**config.mk**
```make
export PLATFORM = sky130hd
export DESIGN_NAME = fft_frame_tx
export DESIGN_NICKNAME = d
export VERILOG_FILES = /design/src/rtl/fas_pkg.sv /design/src/rtl/fft_frame_buf.sv /design/src/rtl/fft_frame_tx.sv
export SDC_FILE = /design/constraint.sdc
export NUM_CORES = 1
export LEC_CHECK = 0
export ABC_AREA = 1
export CAP_MARGIN = 20
export CORE_UTILIZATION = 30
export DETAILED_ROUTE_END_ITERATION = 10
export GPL_ROUTABILITY_DRIVEN = 0
export GPL_TIMING_DRIVEN = 0
export PLACE_DENSITY = 0.47
export RECOVER_POWER = 25
export SKIP_LAST_GASP = 1
export SLEW_MARGIN = 0
export SYNTH_ARGS = -nofsm -noshare
export SYNTH_HDL_FRONTEND = slang
export SYNTH_SLANG_ARGS = --single-unit
```
**constraint.sdc**
```tcl
create_clock -name clk -period 23.6 [get_ports clk]
set_input_delay 7.08 -clock clk [delete_from_list [all_inputs] [get_ports clk]]
set_output_delay 7.08 -clock clk [all_outputs]
set_load 0.03 [all_outputs]
```
**src/rtl/fas_pkg.sv**
```systemverilog
// Shared definitions for the FFT frame bus: geometry, bin field slices,
// transmitter state encoding and a widening absolute-value helper.
package fas_pkg;

    localparam int NBIN   = 16;
    localparam int DW     = 32;
    localparam int IDXW   = 4;
    localparam int RE_MSB = 31;
    localparam int RE_LSB = 16;
    localparam int IM_MSB = 15;
    localparam int IM_LSB = 0;

    typedef enum logic {
        IDLE = 1'b0,
        SEND = 1'b1
    } tx_state_t;

    // 17-bit result so that |-32768| = 32768 is representable
    function automatic logic [16:0] abs16(input logic [15:0] x);
        logic [16:0] xe;
        xe = {x[15], x};
        return xe[16] ? (17'd0 - xe) : xe;
    endfunction

endpackage

```
**src/rtl/fft_frame_buf.sv**
```systemverilog
// One ping-pong half: 16x32 register bank loaded by a capture strobe,
// full flag (capture sets, clear frees; capture wins) and index read mux.
module fft_frame_buf
    import fas_pkg::*;
(
    input  logic            clk,
    input  logic            rst,
    input  logic            i_cap,
    input  logic            i_clr,
    input  logic [DW-1:0]   i_d [NBIN],
    input  logic [IDXW-1:0] i_idx,
    output logic            o_full,
    output logic [DW-1:0]   o_data
);

    logic [DW-1:0] r_bank [NBIN];
    logic          r_full;

    always_ff @(posedge clk) begin
        if (i_cap) begin
            r_bank <= i_d;
        end
    end

    always_ff @(posedge clk or negedge rst) begin
        if (!rst) begin
            r_full <= 1'b0;
        end else if (i_cap) begin
            r_full <= 1'b1;
        end else if (i_clr) begin
            r_full <= 1'b0;
        end
    end

    assign o_full = r_full;
    assign o_data = r_bank[i_idx];

endmodule

```
**src/rtl/fft_frame_tx.sv**
```systemverilog
// FFT frame transmitter: captures 16-bin frames into a ping-pong buffer and
// streams them oldest-first on a valid/ready link. Option: FFT_TX_MAG_EN adds tx_mag.
module fft_frame_tx
    import fas_pkg::*;
(
    input  logic            clk,
    input  logic            rst,
    input  logic            fft_valid,
    input  logic [DW-1:0]   fft_d0,
    input  logic [DW-1:0]   fft_d1,
    input  logic [DW-1:0]   fft_d2,
    input  logic [DW-1:0]   fft_d3,
    input  logic [DW-1:0]   fft_d4,
    input  logic [DW-1:0]   fft_d5,
    input  logic [DW-1:0]   fft_d6,
    input  logic [DW-1:0]   fft_d7,
    input  logic [DW-1:0]   fft_d8,
    input  logic [DW-1:0]   fft_d9,
    input  logic [DW-1:0]   fft_d10,
    input  logic [DW-1:0]   fft_d11,
    input  logic [DW-1:0]   fft_d12,
    input  logic [DW-1:0]   fft_d13,
    input  logic [DW-1:0]   fft_d14,
    input  logic [DW-1:0]   fft_d15,
    output logic            tx_valid,
    input  logic            tx_ready,
    output logic [DW-1:0]   tx_data,
    output logic [IDXW-1:0] tx_idx,
    output logic            tx_sof,
    output logic            tx_eof,
    output logic            busy,
`ifdef FFT_TX_MAG_EN
    output logic [16:0]     tx_mag,
`endif
    output logic            drop
);

    tx_state_t       r_state, w_state_nxt;
    logic [IDXW-1:0] r_idx;
    logic            r_rd, r_wr, r_drop;
    logic [DW-1:0]   w_frame [NBIN];
    logic [DW-1:0]   w_rdata [2];
    logic [1:0]      w_full, w_cap, w_clr, w_full_nxt;
    logic            w_xfer, w_last, w_wr_free, w_accept;

    always_comb begin
        w_frame[0]  = fft_d0;   w_frame[1]  = fft_d1;
        w_frame[2]  = fft_d2;   w_frame[3]  = fft_d3;
        w_frame[4]  = fft_d4;   w_frame[5]  = fft_d5;
        w_frame[6]  = fft_d6;   w_frame[7]  = fft_d7;
        w_frame[8]  = fft_d8;   w_frame[9]  = fft_d9;
        w_frame[10] = fft_d10;  w_frame[11] = fft_d11;
        w_frame[12] = fft_d12;  w_frame[13] = fft_d13;
        w_frame[14] = fft_d14;  w_frame[15] = fft_d15;
    end

    // Writes and reads both alternate buffers, so r_wr == r_rd whenever both are full
    assign w_xfer     = tx_valid && tx_ready;
    assign w_last     = w_xfer && (r_idx == IDXW'(NBIN - 1));
    assign w_wr_free  = !w_full[r_wr] || (w_last && (r_rd == r_wr));
    assign w_accept   = fft_valid && w_wr_free;
    assign w_cap      = w_accept ? (r_wr ? 2'b10 : 2'b01) : 2'b00;
    assign w_clr      = w_last   ? (r_rd ? 2'b10 : 2'b01) : 2'b00;
    assign w_full_nxt = w_cap | (w_full & ~w_clr);

    for (genvar g = 0; g < 2; g++) begin : g_buf
        fft_frame_buf u_buf (
            .clk    (clk),
            .rst    (rst),
            .i_cap  (w_cap[g]),
            .i_clr  (w_clr[g]),
            .i_d    (w_frame),
            .i_idx  (r_idx),
            .o_full (w_full[g]),
            .o_data (w_rdata[g])
        );
    end

    always_ff @(posedge clk or negedge rst) begin
        if (!rst) begin
            r_state <= IDLE;
            r_idx   <= '0;
            r_rd    <= 1'b0;
            r_wr    <= 1'b0;
            r_drop  <= 1'b0;
        end else begin
            r_state <= w_state_nxt;
            r_drop  <= fft_valid && !w_wr_free;
            if (w_accept) begin
                r_wr <= ~r_wr;
            end
            if (w_last) begin
                r_idx <= '0;
                r_rd  <= ~r_rd;
            end else if (w_xfer) begin
                r_idx <= r_idx + 1'b1;
            end
        end
    end

    always_comb begin
        w_state_nxt = r_state;
        tx_valid    = 1'b0;
        case (r_state)
            IDLE: begin
                if (|w_full_nxt) begin
                    w_state_nxt = SEND;
                end
            end
            SEND: begin
                tx_valid = 1'b1;
                if (w_last && !(|w_full_nxt)) begin
                    w_state_nxt = IDLE;
                end
            end
            default: w_state_nxt = IDLE;
        endcase
    end

    assign tx_data = tx_valid ? w_rdata[r_rd] : '0;
    assign tx_idx  = r_idx;
    assign tx_sof  = tx_valid && (r_idx == '0);
    assign tx_eof  = tx_valid && (r_idx == IDXW'(NBIN - 1));
    assign busy    = (|w_full) || (r_state == SEND);
    assign drop    = r_drop;

`ifdef FFT_TX_MAG_EN
    assign tx_mag = abs16(tx_data[RE_MSB:RE_LSB]) + abs16(tx_data[IM_MSB:IM_LSB]);
`endif

endmodule

```
Word level (Yosys, flattened, before mapping)
Cells that the tools add are included.
W data, S select, Z words.
{"block": "totals", "elab_cells": 98, "input_bits": 516, "register_bits": 1034}
{"block": "op_classes", "n_eq_ne": 2, "muxes": 26, "n_lt_le_gt_ge": 3, "n_reduce_logical": 19, "n_bitwise": 8, "n_addsub": 1}
{"cell": "$bmux W32 S4", "count": 2}
{"cell": "$mux W32", "count": 8}
{"cell": "$mux W1", "count": 9}
{"cell": "$logic_and A1 B1 Y1", "count": 8}
{"cell": "$mux W2", "count": 4}
{"cell": "$mux W4", "count": 2}
{"cell": "$reduce_bool A2 Y1", "count": 3}
{"cell": "$ge A5 B5 Y1 const B", "count": 1}
{"cell": "$not A4 Y5", "count": 1}
{"cell": "$add A4 B1 Y4 const B", "count": 1}
{"cell": "$eq A4 B4 Y1 const B", "count": 1}
{"cell": "$logic_not A4 Y1", "count": 1}
{"cell": "$reduce_or A2 Y1", "count": 2}
{"cell": "$logic_not A1 Y1", "count": 3}
{"cell": "$not A1 Y1", "count": 3}
{"cell": "$and A2 B2 Y2", "count": 1}
{"cell": "$ge A2 B2 Y1 const B", "count": 1}
{"cell": "$logic_or A1 B1 Y1", "count": 2}
{"cell": "$lt A1 B2 Y1 const B", "count": 1}
{"cell": "$not A1 Y2", "count": 1}
{"cell": "$not A2 Y2", "count": 1}
{"cell": "$or A2 B2 Y2", "count": 1}
{"cell": "$pmux W1 S2", "count": 1}
{"cell": "$eq A1 B1 Y1", "count": 1}

Logic depth before layout (Yosys ltp)
Gate-level depths: netlist of run 1.
{"block": "depth", "word_depth": 13, "ltp_mapped": 13, "depth_no_buf": 9}

Modules after synthesis
A second synthesis of run 1 with hierarchy kept.
{"block": "hier_totals", "hier_cells": 4292, "area_unflattened_um2": 44939.4}
{"module": "fft_frame_buf", "cells_per_inst": 2064, "instances": 2, "seq_area_each_um2": 15399.8, "area_each_um2": 22012.4}
{"module": "fft_frame_tx", "cells_per_inst": 164, "instances": 1, "seq_area_each_um2": 200.2, "area_each_um2": 914.6}

Worst setup path before layout of run 1
Ideal clock, no wire load.
{"block": "synth_timing", "path_type": "input-to-reg", "startpoint": "input tx_ready", "endpoint": "register g_buf[1].u_buf.r_bank[0] (netlist bit) (enable)", "t_arrival_ns": 28.847, "setup_slack_ns": -6.645, "required_time_ns": 22.202, "stages": 6, "n_path_buf": 0, "path_cell_list": "nand3_1 -> nor2_1 -> nand2_1 -> nand2_1 -> nand2_1 -> nor2_1"}
{"block": "synth_between", "elab_chain_len": 6}
{"item": "start: declaration", "line": "fft_frame_tx.sv:26", "rtl": "input logic tx_ready,"}
{"item": "$logic_and A1 B1 Y1", "line": "fft_frame_tx.sv:58", "rtl": "assign w_xfer = tx_valid && tx_ready;"}
{"item": "$logic_and A1 B1 Y1", "line": "fft_frame_tx.sv:59", "rtl": "assign w_last = w_xfer && (r_idx == IDXW'(NBIN - 1));"}
{"item": "$logic_and A1 B1 Y1", "line": "fft_frame_tx.sv:60", "rtl": "assign w_wr_free = !w_full[r_wr] || (w_last && (r_rd == r_wr));"}
{"item": "$logic_or A1 B1 Y1", "line": "fft_frame_tx.sv:60"}
{"item": "$logic_and A1 B1 Y1", "line": "fft_frame_tx.sv:61", "rtl": "assign w_accept = fft_valid && w_wr_free;"}
{"item": "$mux W2", "line": "fft_frame_tx.sv:62", "rtl": "assign w_cap = w_accept ? (r_wr ? 2'b10 : 2'b01) : 2'b00;"}
{"item": "net g_buf[1].u_buf.i_cap", "line": "fft_frame_buf.sv:8", "rtl": "input logic i_cap,"}
{"item": "end signal: assignment", "line": "fft_frame_buf.sv:21", "rtl": "r_bank <= i_d;"}
{"item": "end: declaration", "line": "fft_frame_buf.sv:16", "rtl": "logic [DW-1:0] r_bank [NBIN];"}
The timed path passes the listed nets, and every way through them passes these cells.
A chain may end at the register's enable or synchronous reset.

Worst setup path after layout of run 1
{"block": "layout_timing", "startpoint": "register r_idx[0], in the netlist tx_idx[0]", "endpoint": "output tx_data[16]"}
{"block": "layout_between", "elab_chain_len": 8, "word_cells_on_any_way": 11, "classes_between": "10 x mux; 1 x bitwise"}
{"item": "start: declaration", "line": "fft_frame_tx.sv:39", "rtl": "logic [IDXW-1:0] r_idx;"}
{"item": "start signal: assignment", "line": "fft_frame_tx.sv:96", "rtl": "r_idx <= r_idx + 1'b1;"}
{"item": "$not A4 Y5 (implied by the code) *", "line": "fft_frame_buf.sv:36", "rtl": "assign o_data = r_bank[i_idx];"}
{"item": "$bmux W32 S4", "line": "fft_frame_buf.sv:36"}
{"item": "$mux W32 (implied by the code) (2 in series)", "line": "fft_frame_buf.sv:36"}
{"item": "$mux W32 (implied by the code) * (3 in series)", "line": "fft_frame_tx.sv:120", "rtl": "assign tx_data = tx_valid ? w_rdata[r_rd] : '0;"}
{"item": "$mux W32 *", "line": "fft_frame_tx.sv:120"}
{"item": "end: declaration", "line": "fft_frame_tx.sv:27", "rtl": "output logic [DW-1:0] tx_data,"}
Mark *: on every way between the ends. The rest lies on a longest branch, timed or not. The select of a mux whose other input is x is not followed.

==> results of run 1 <==
## cells by family (layout without fill, tap and decap cells)
group	Yosys count	count (layout)	share of synthesized area [%]
AOI/OAI and AO/OA	168	168	2.03
xor gates and xnor gates	3	3	0.0633
adders and majority gates	2	2	0.0603
buffers and inverters	230	1019	3.03
DFF	1034	1034	74.7
other	0	22	0
and+or+nand+nor	2011	2011	20.1
## final cells by class
cell class              count  area (sq um)  area share (%)
repair buffers            583          6160            11.5
multi-input cells        2184          9260            17.3
diodes                     22          55.1           0.103
clock buffers             141          3020            5.64
flip-flops and latches   1034         31000            58.0
inverters                  14          60.1           0.112
clock inverters            65           473           0.885
well taps                1794          2240            4.20
plain buffers             216          1200            2.25
## registers in the layout, indices dropped and copies added (netlist names)
register / count
drop: 1
g_buf.u_buf.o_full: 2
g_buf.u_buf.r_bank: 1024
r_rd: 1
r_state: 1
r_wr: 1
tx_idx: 4
## metrics by stage
stage	utilization [%]	total power, mW	area, sq um	hold WS, ps
global placement	35.9	5.15	49300	528
global route	38.9	6.79	53400	623
floorplan	-	3.85	41500	491
detailed placement	36.4	4.88	49900	539
finish	38.9	6.55	53500	557
CTS	38.9	6.58	53400	554
## power breakdown
group	switching (mW)	leakage (nW)	internal, mW	total [mW]
registers	0.0726	9.43	2.40	2.47
logic	1.74	8.06	0.636	2.37
clock network	0.740	1.72	0.964	1.70
total	2.55	19.2	4.00	6.55
## cell usage after synthesis
library cell / count / area (sq um)
a21oi_1: 96 / 480
buf_1: 22 / 82.6
buf_2: 102 / 510
buf_4: 26 / 195
buf_6: 21 / 236
buf_8: 1 / 15.0
clkbuf_1: 44 / 165
dfrtp_1: 10 / 250
edfxtp_1: 1024 / 30700
ha_1: 2 / 25.0
inv_1: 10 / 37.5
inv_2: 4 / 15.0
nand2_1: 1134 / 4260
nand3_1: 643 / 3220
nand4_1: 1 / 6.26
nor2_1: 231 / 867
nor2_2: 1 / 6.26
nor3_1: 1 / 5.00
o211ai_1: 1 / 7.51
o21ai_0: 39 / 195
o21ai_1: 32 / 160
xnor2_1: 1 / 8.76
xor2_1: 2 / 17.5
## worst max-delay path: cells and delay by family (launching register included)
family                 cells  cell delay, ps
AO/OA/AOI/OAI              1              70
buffers and inverters      4            2110
flip-flops                 1             430
AND/OR/NAND/NOR            5            1150
## final timing paths
kind	cells after the start	slack, ps	to	from
hold / removal	2	560	g_buf[0].u_buf.o_full$_DFFE_PN0P_	g_buf[0].u_buf.o_full$_DFFE_PN0P_
setup reg to reg	13	19250	g_buf[1].u_buf.r_bank[267]$_DFFE_PP_	tx_idx[2]$_DFFE_PN0P_
min in group asynchronous	1	6720	drop$_DFF_PN0_	rst
max in group asynchronous	1	16500	tx_idx[3]$_DFFE_PN0P_	rst
setup / recovery	10	12030	tx_data[16]	tx_idx[0]$_DFFE_PN0P_
hold reg to reg	2	560	g_buf[0].u_buf.o_full$_DFFE_PN0P_	g_buf[0].u_buf.o_full$_DFFE_PN0P_
## per-layer routing
metal / track usage [%] / vias to the layer above / part of all wire (%) / wire length (microns)
met5: 0 / - / 0.23 / 391
met4: 7.93 / 58 / 3.1 / 5340
met3: 4.57 / 326 / 7.2 / 12500
met2: 39.5 / 1331 / 48 / 82100
met1: 31.5 / 14715 / 42 / 71900
li1: - / 13557 / - / -
## placed cells by master (no fill, tap or decap), types with 2 or more instances in the layout
master / synthesis / layout
buf_6: 21 / 21
clkbuf_16: 0 / 115
ha_1: 2 / 2
buf_1: 22 / 22
dlygate4sd3_1: 0 / 265
clkinv_4: 0 / 2
clkinv_1: 0 / 27
buf_2: 102 / 102
clkdlybuf4s50_1: 0 / 291
inv_1: 10 / 9
diode_2: 0 / 22
buf_16: 0 / 8
dfrtp_1: 10 / 10
a21oi_1: 96 / 96
o21ai_1: 32 / 32
clkinv_2: 0 / 23
nand2_1: 1134 / 1134
inv_2: 4 / 4
clkbuf_8: 0 / 4
nand3_1: 643 / 643
buf_4: 26 / 26
bufinv_16: 0 / 6
inv_6: 0 / 5
buf_12: 0 / 17
xor2_1: 2 / 2
nor2_1: 231 / 230
edfxtp_1: 1024 / 1024
clkinvlp_4: 0 / 2
o21ai_0: 39 / 39
clkbuf_1: 44 / 66
buf_8: 1 / 3
==> impl_metrics.tcl, run 1 <==
set metrics [dict create \
    status "finished, final reports clean" \
    clk_path_buf_depth 3 \
    cp-end-kind "output port" \
    vias 29987 \
    grtUsageTotal_pct 24.0 \
    htree_levels 3 \
    ir_worst_vdd_v 0.0000694 \
    die_x_microns 374 \
    first_global_vias 28638 \
    grt.overflow.total 0 \
    slowest_stage "clkdlybuf4s50_1" \
    crit_path_max_incr_delay_ps 760 \
    setup_ws_ps 12030 \
    crit_top_cell "nand3_1" \
    worst_pin_slew_ps 1180 \
    dp_cells 5825 \
    ys_ff_latch 1034 \
    syn-num-nets 3966 \
    port_buffers 556 \
    critPathKind "reg2out" \
    cts_post_setup_buffers_inserted 0 \
    final_layout_size_suffix_gt1_share_pct 8.05 \
    final.setup_skew_ps 26.3 \
    grt_start_max_net_pins 116 \
    synthToLayoutAreaGrowth_pct 28.8 \
    hold_buffers 0 \
    std_cell_rows 136 \
    avgRoutedWirePerCell_microns 28.4 \
    netlist_instances 3448 \
    viasPerCell 4.95 \
    tns_ps 0 \
    hold_viol 0 \
    drc 0 \
    start_util_pct 30.2 \
    fin_crit_sh_pct 49.0 \
    drtAntennaViolNets 0 \
    dp_slack_ps 12640 \
    numCtsBuffers 113 \
    syn_area_per_cell_sq_um 12.0 \
    cts.sinks 1034 \
    finalMaxSlewViolations 0 \
    grt_setup_unrepaired "false" \
    maxCapViolations 0 \
    dieArea_sq_um 140000 \
    fmax_mhz 86.4 \
    wirelength_mm 172 \
    ys_types 23 \
    ys_seq_area_share_pct 74.7 \
    critPathLaunchType "register" \
    final_nets 4664 \
    clk_latency_ps 740 \
    fill_cells 13278 \
    setup_viol 0 \
    slew_headroom_pct 21.6 \
    grt_pass1_wl_mm 230 \
    antenna_found_initial 93 \
    cts_resized 0 \
    crit_chain "buf_4 > buf_2 > clkbuf_1 > nand2_1 > nand3_1 > nand3_1 > nand3_1 > a21oi_1 > nor2_1 > clkdlybuf4s50_1" \
    power_density_nw_per_um2 122 \
    syn-cell-area_sq_um 41500 \
    yosys_warnings 0 \
    drt_pre_antenna_iters 6 \
    cp.required_ps 16520 \
    hold_class "reg2reg" \
    core_region_area_sq_um 137000 \
    clk_pin_slew_ps 60 \
    ioPinCount 557 \
    finalCriticalPeriod_ps 11570 \
    tritoncts "built" \
    p_leak_nw 19.2 \
    crit_fanout 10 \
    arrival_ps 4490 \
    cts_root_buf "clkbuf_16" \
    instances_no_fill 6053 \
    dpl.hpwl_mm 128 \
    die_y_microns 374 \
    first_iter_violations 3134 \
]
Power figures use the tool's default switching activity.
==> run 2, diff against run 1 <==
==> constraint.sdc (replaced) <==
create_clock -name clk -period 9.6 [get_ports clk]
set_input_delay 2.88 -clock clk [delete_from_list [all_inputs] [get_ports clk]]
set_output_delay 2.88 -clock clk [all_outputs]
set_load 0.03 [all_outputs]
==> impl_metrics.tcl, run 2 (synthesized netlist as in run 1, its figures left out) <==
set metrics [dict create \
    status "finished, final reports clean" \
    final_cell_mix "nand2_1 (1132), edfxtp_1 (1024), nand3_1 (641), clkdlybuf4s50_1 (289), dlygate4sd3_1 (267)" \
    largest_reg_flops 1024 \
    synthToLayoutAreaGrowth_pct 30.0 \
    rr_endpoint "g_buf[0].u_buf.r_bank[297]$_DFFE_PP_" \
    finalPower_mw 16.3 \
    critPathLaunchType "register" \
    start_util_pct 30.2 \
    finalCriticalPeriod_ps 7360 \
    grtUsageTotal_pct 24.0 \
    hold_start "g_buf[0].u_buf.o_full$_DFFE_PN0P_" \
    hold_end "g_buf[0].u_buf.o_full$_DFFE_PN0P_" \
    cts.sinks 1034 \
    maxCapViolations 0 \
    wirelength_mm 171 \
    power.switching_mw 6.30 \
    drtAntennaViolNets 0 \
    core_region_area_sq_um 137000 \
    final.setup_skew_ps 42.5 \
    swShare_pct 38.7 \
    p_leak_nw 19.4 \
    layout_commonest_cell "nand2_1" \
    grt_start_max_net_pins 41 \
    dieArea_sq_um 140000 \
    dpl.hpwl_mm 129 \
    first_global_vias 29290 \
    fin_hold_ws_ps 558 \
    port_buffers 556 \
    grt_setup_unrepaired "false" \
    worst_pin_slew_ps 1080 \
    clk_pin_slew_ps 60 \
    ir_worst_vdd_v 0.000182 \
    dp_cells 5836 \
    clk_latency_ps 750 \
    setup_viol 0 \
    cts_resized 0 \
    dp_slack_ps 2600 \
    tritoncts "built" \
    die_y_microns 374 \
    final_nets 4678 \
    setup_ws_ps 2240 \
    cp-end-kind "output port" \
    fill_cells 13281 \
    viasPerCell 4.94 \
    cp.required_ps 6720 \
    first_iter_violations 3237 \
    std_cell_rows 136 \
    die_x_microns 374 \
    instances_no_fill 6095 \
    r2r_start "tx_idx[2]$_DFFE_PN0P_" \
    p_clk_share_pct 26.6 \
    tns_ps 0 \
    pwr-share-comb_pct 36.1 \
    drc 0 \
    clk_path_buf_depth 3 \
    power_density_nw_per_um2 302 \
    multi_input_area_sq_um 9290 \
    numCtsBuffers 115 \
    seq_power_share_pct 37.3 \
    drt_pre_antenna_iters 6 \
    register_area_sq_um 31000 \
    cts_post_setup_buffers_inserted 0 \
    avgRoutedWirePerCell_microns 28.1 \
    htree_levels 3 \
    fmax_mhz 136 \
    hold_class "reg2reg" \
    largest-register "g_buf.u_buf.r_bank" \
    hold_depth 2 \
    reg2reg_depth 11 \
    arrival_ps 4480 \
    vias 30087 \
    grt.overflow.total 0 \
    crit_fanout 10 \
    antenna_found_initial 100 \
    slew_headroom_pct 28.2 \
    hold_viol 0 \
    cts_root_buf "clkbuf_16" \
    critPathKind "reg2out" \
    final_layout_size_suffix_gt1_share_pct 8.57 \
    ioPinCount 557 \
    r2r_setup_slack_ps 5680 \
    p_int_mw 10.0 \
    fin_crit_sh_pct 76.7 \
    hold_buffers 0 \
    finalMaxSlewViolations 0 \
    grt_pass1_wl_mm 231 \
]
-- run 2: worst max-delay path, cell delays in order (launching register included) --
cell             delay, ps
dfrtp_1                450
buf_4                  340
buf_2                  540
buf_2                  480
nand2_1                 90
nand3_1                120
nand3_1                160
nand2_1                100
nor2_1                 160
nand2_1                110
nand2_1                 50
nor2_1                 340
clkdlybuf4s50_1        760
-- run 2: worst max path at each step --
stage | startpoint | depth (start not counted) | slack [ps] | end
final | tx_idx[0]$_DFFE_PN0P_ | 12 | 2240 | tx_data[16]
after global routing | tx_idx[0]$_DFFE_PN0P_ | 10 | 2020 | tx_data[15]
after CTS | tx_idx[0]$_DFFE_PN0P_ | 10 | 1770 | tx_data[14]
after detailed placement | tx_idx[0]$_DFFE_PN0P_ | 10 | 2600 | tx_data[14]
after global placement | tx_ready | 7 | -7920 | g_buf[0].u_buf.r_bank[204]$_DFFE_PP_
after floorplan | tx_ready | 6 | -1740 | g_buf[1].u_buf.r_bank[0]$_DFFE_PP_
-- run 2: through the flow --
step	utilization (%)	cell area, sq um
after detailed placement	36.5	50200
after floorplan	-	41600
final	39.3	54000
after global routing	39.2	53900
after global placement	35.9	49400
after CTS	39.2	53800
-- run 2: per-layer routing --
metal / part of all wire, % / wire [microns] / up-vias / global-route usage (%)
met4: 3.1 / 5310 / 44 / 8.58
met1: 41 / 69900 / 14736 / 31.4
met2: 48 / 81800 / 1371 / 39.3
met3: 8.2 / 14000 / 328 / 5.13
li1: - / - / 13608 / -
met5: 0.17 / 283 / - / 0
-- run 2: power groups by stage --
| stage | Sequential [mW] | Clock (mW) | Combinational [mW] |
|---|---|---|---|
| detailed placement | 6.16 | 0 | 5.88 |
| floorplan | 6.43 | 0 | 2.86 |
| global route | 6.13 | 4.58 | 6.23 |
| CTS | 6.07 | 4.41 | 5.90 |
| global placement | 6.68 | 0 | 5.66 |
| finish | 6.07 | 4.34 | 5.89 |
-- run 2: final cells by class --
cell class                      count  area share (%)
Sequential cell                  1034            57.5
Clock inverter                     81            1.33
Clock buffer                      134            5.47
Antenna cell                       43           0.199
Timing Repair Buffer              595            11.8
Inverter                           14           0.104
Buffer                            216            2.23
Multi-Input combinational cell   2184            17.2
Tap cell                         1794            4.16
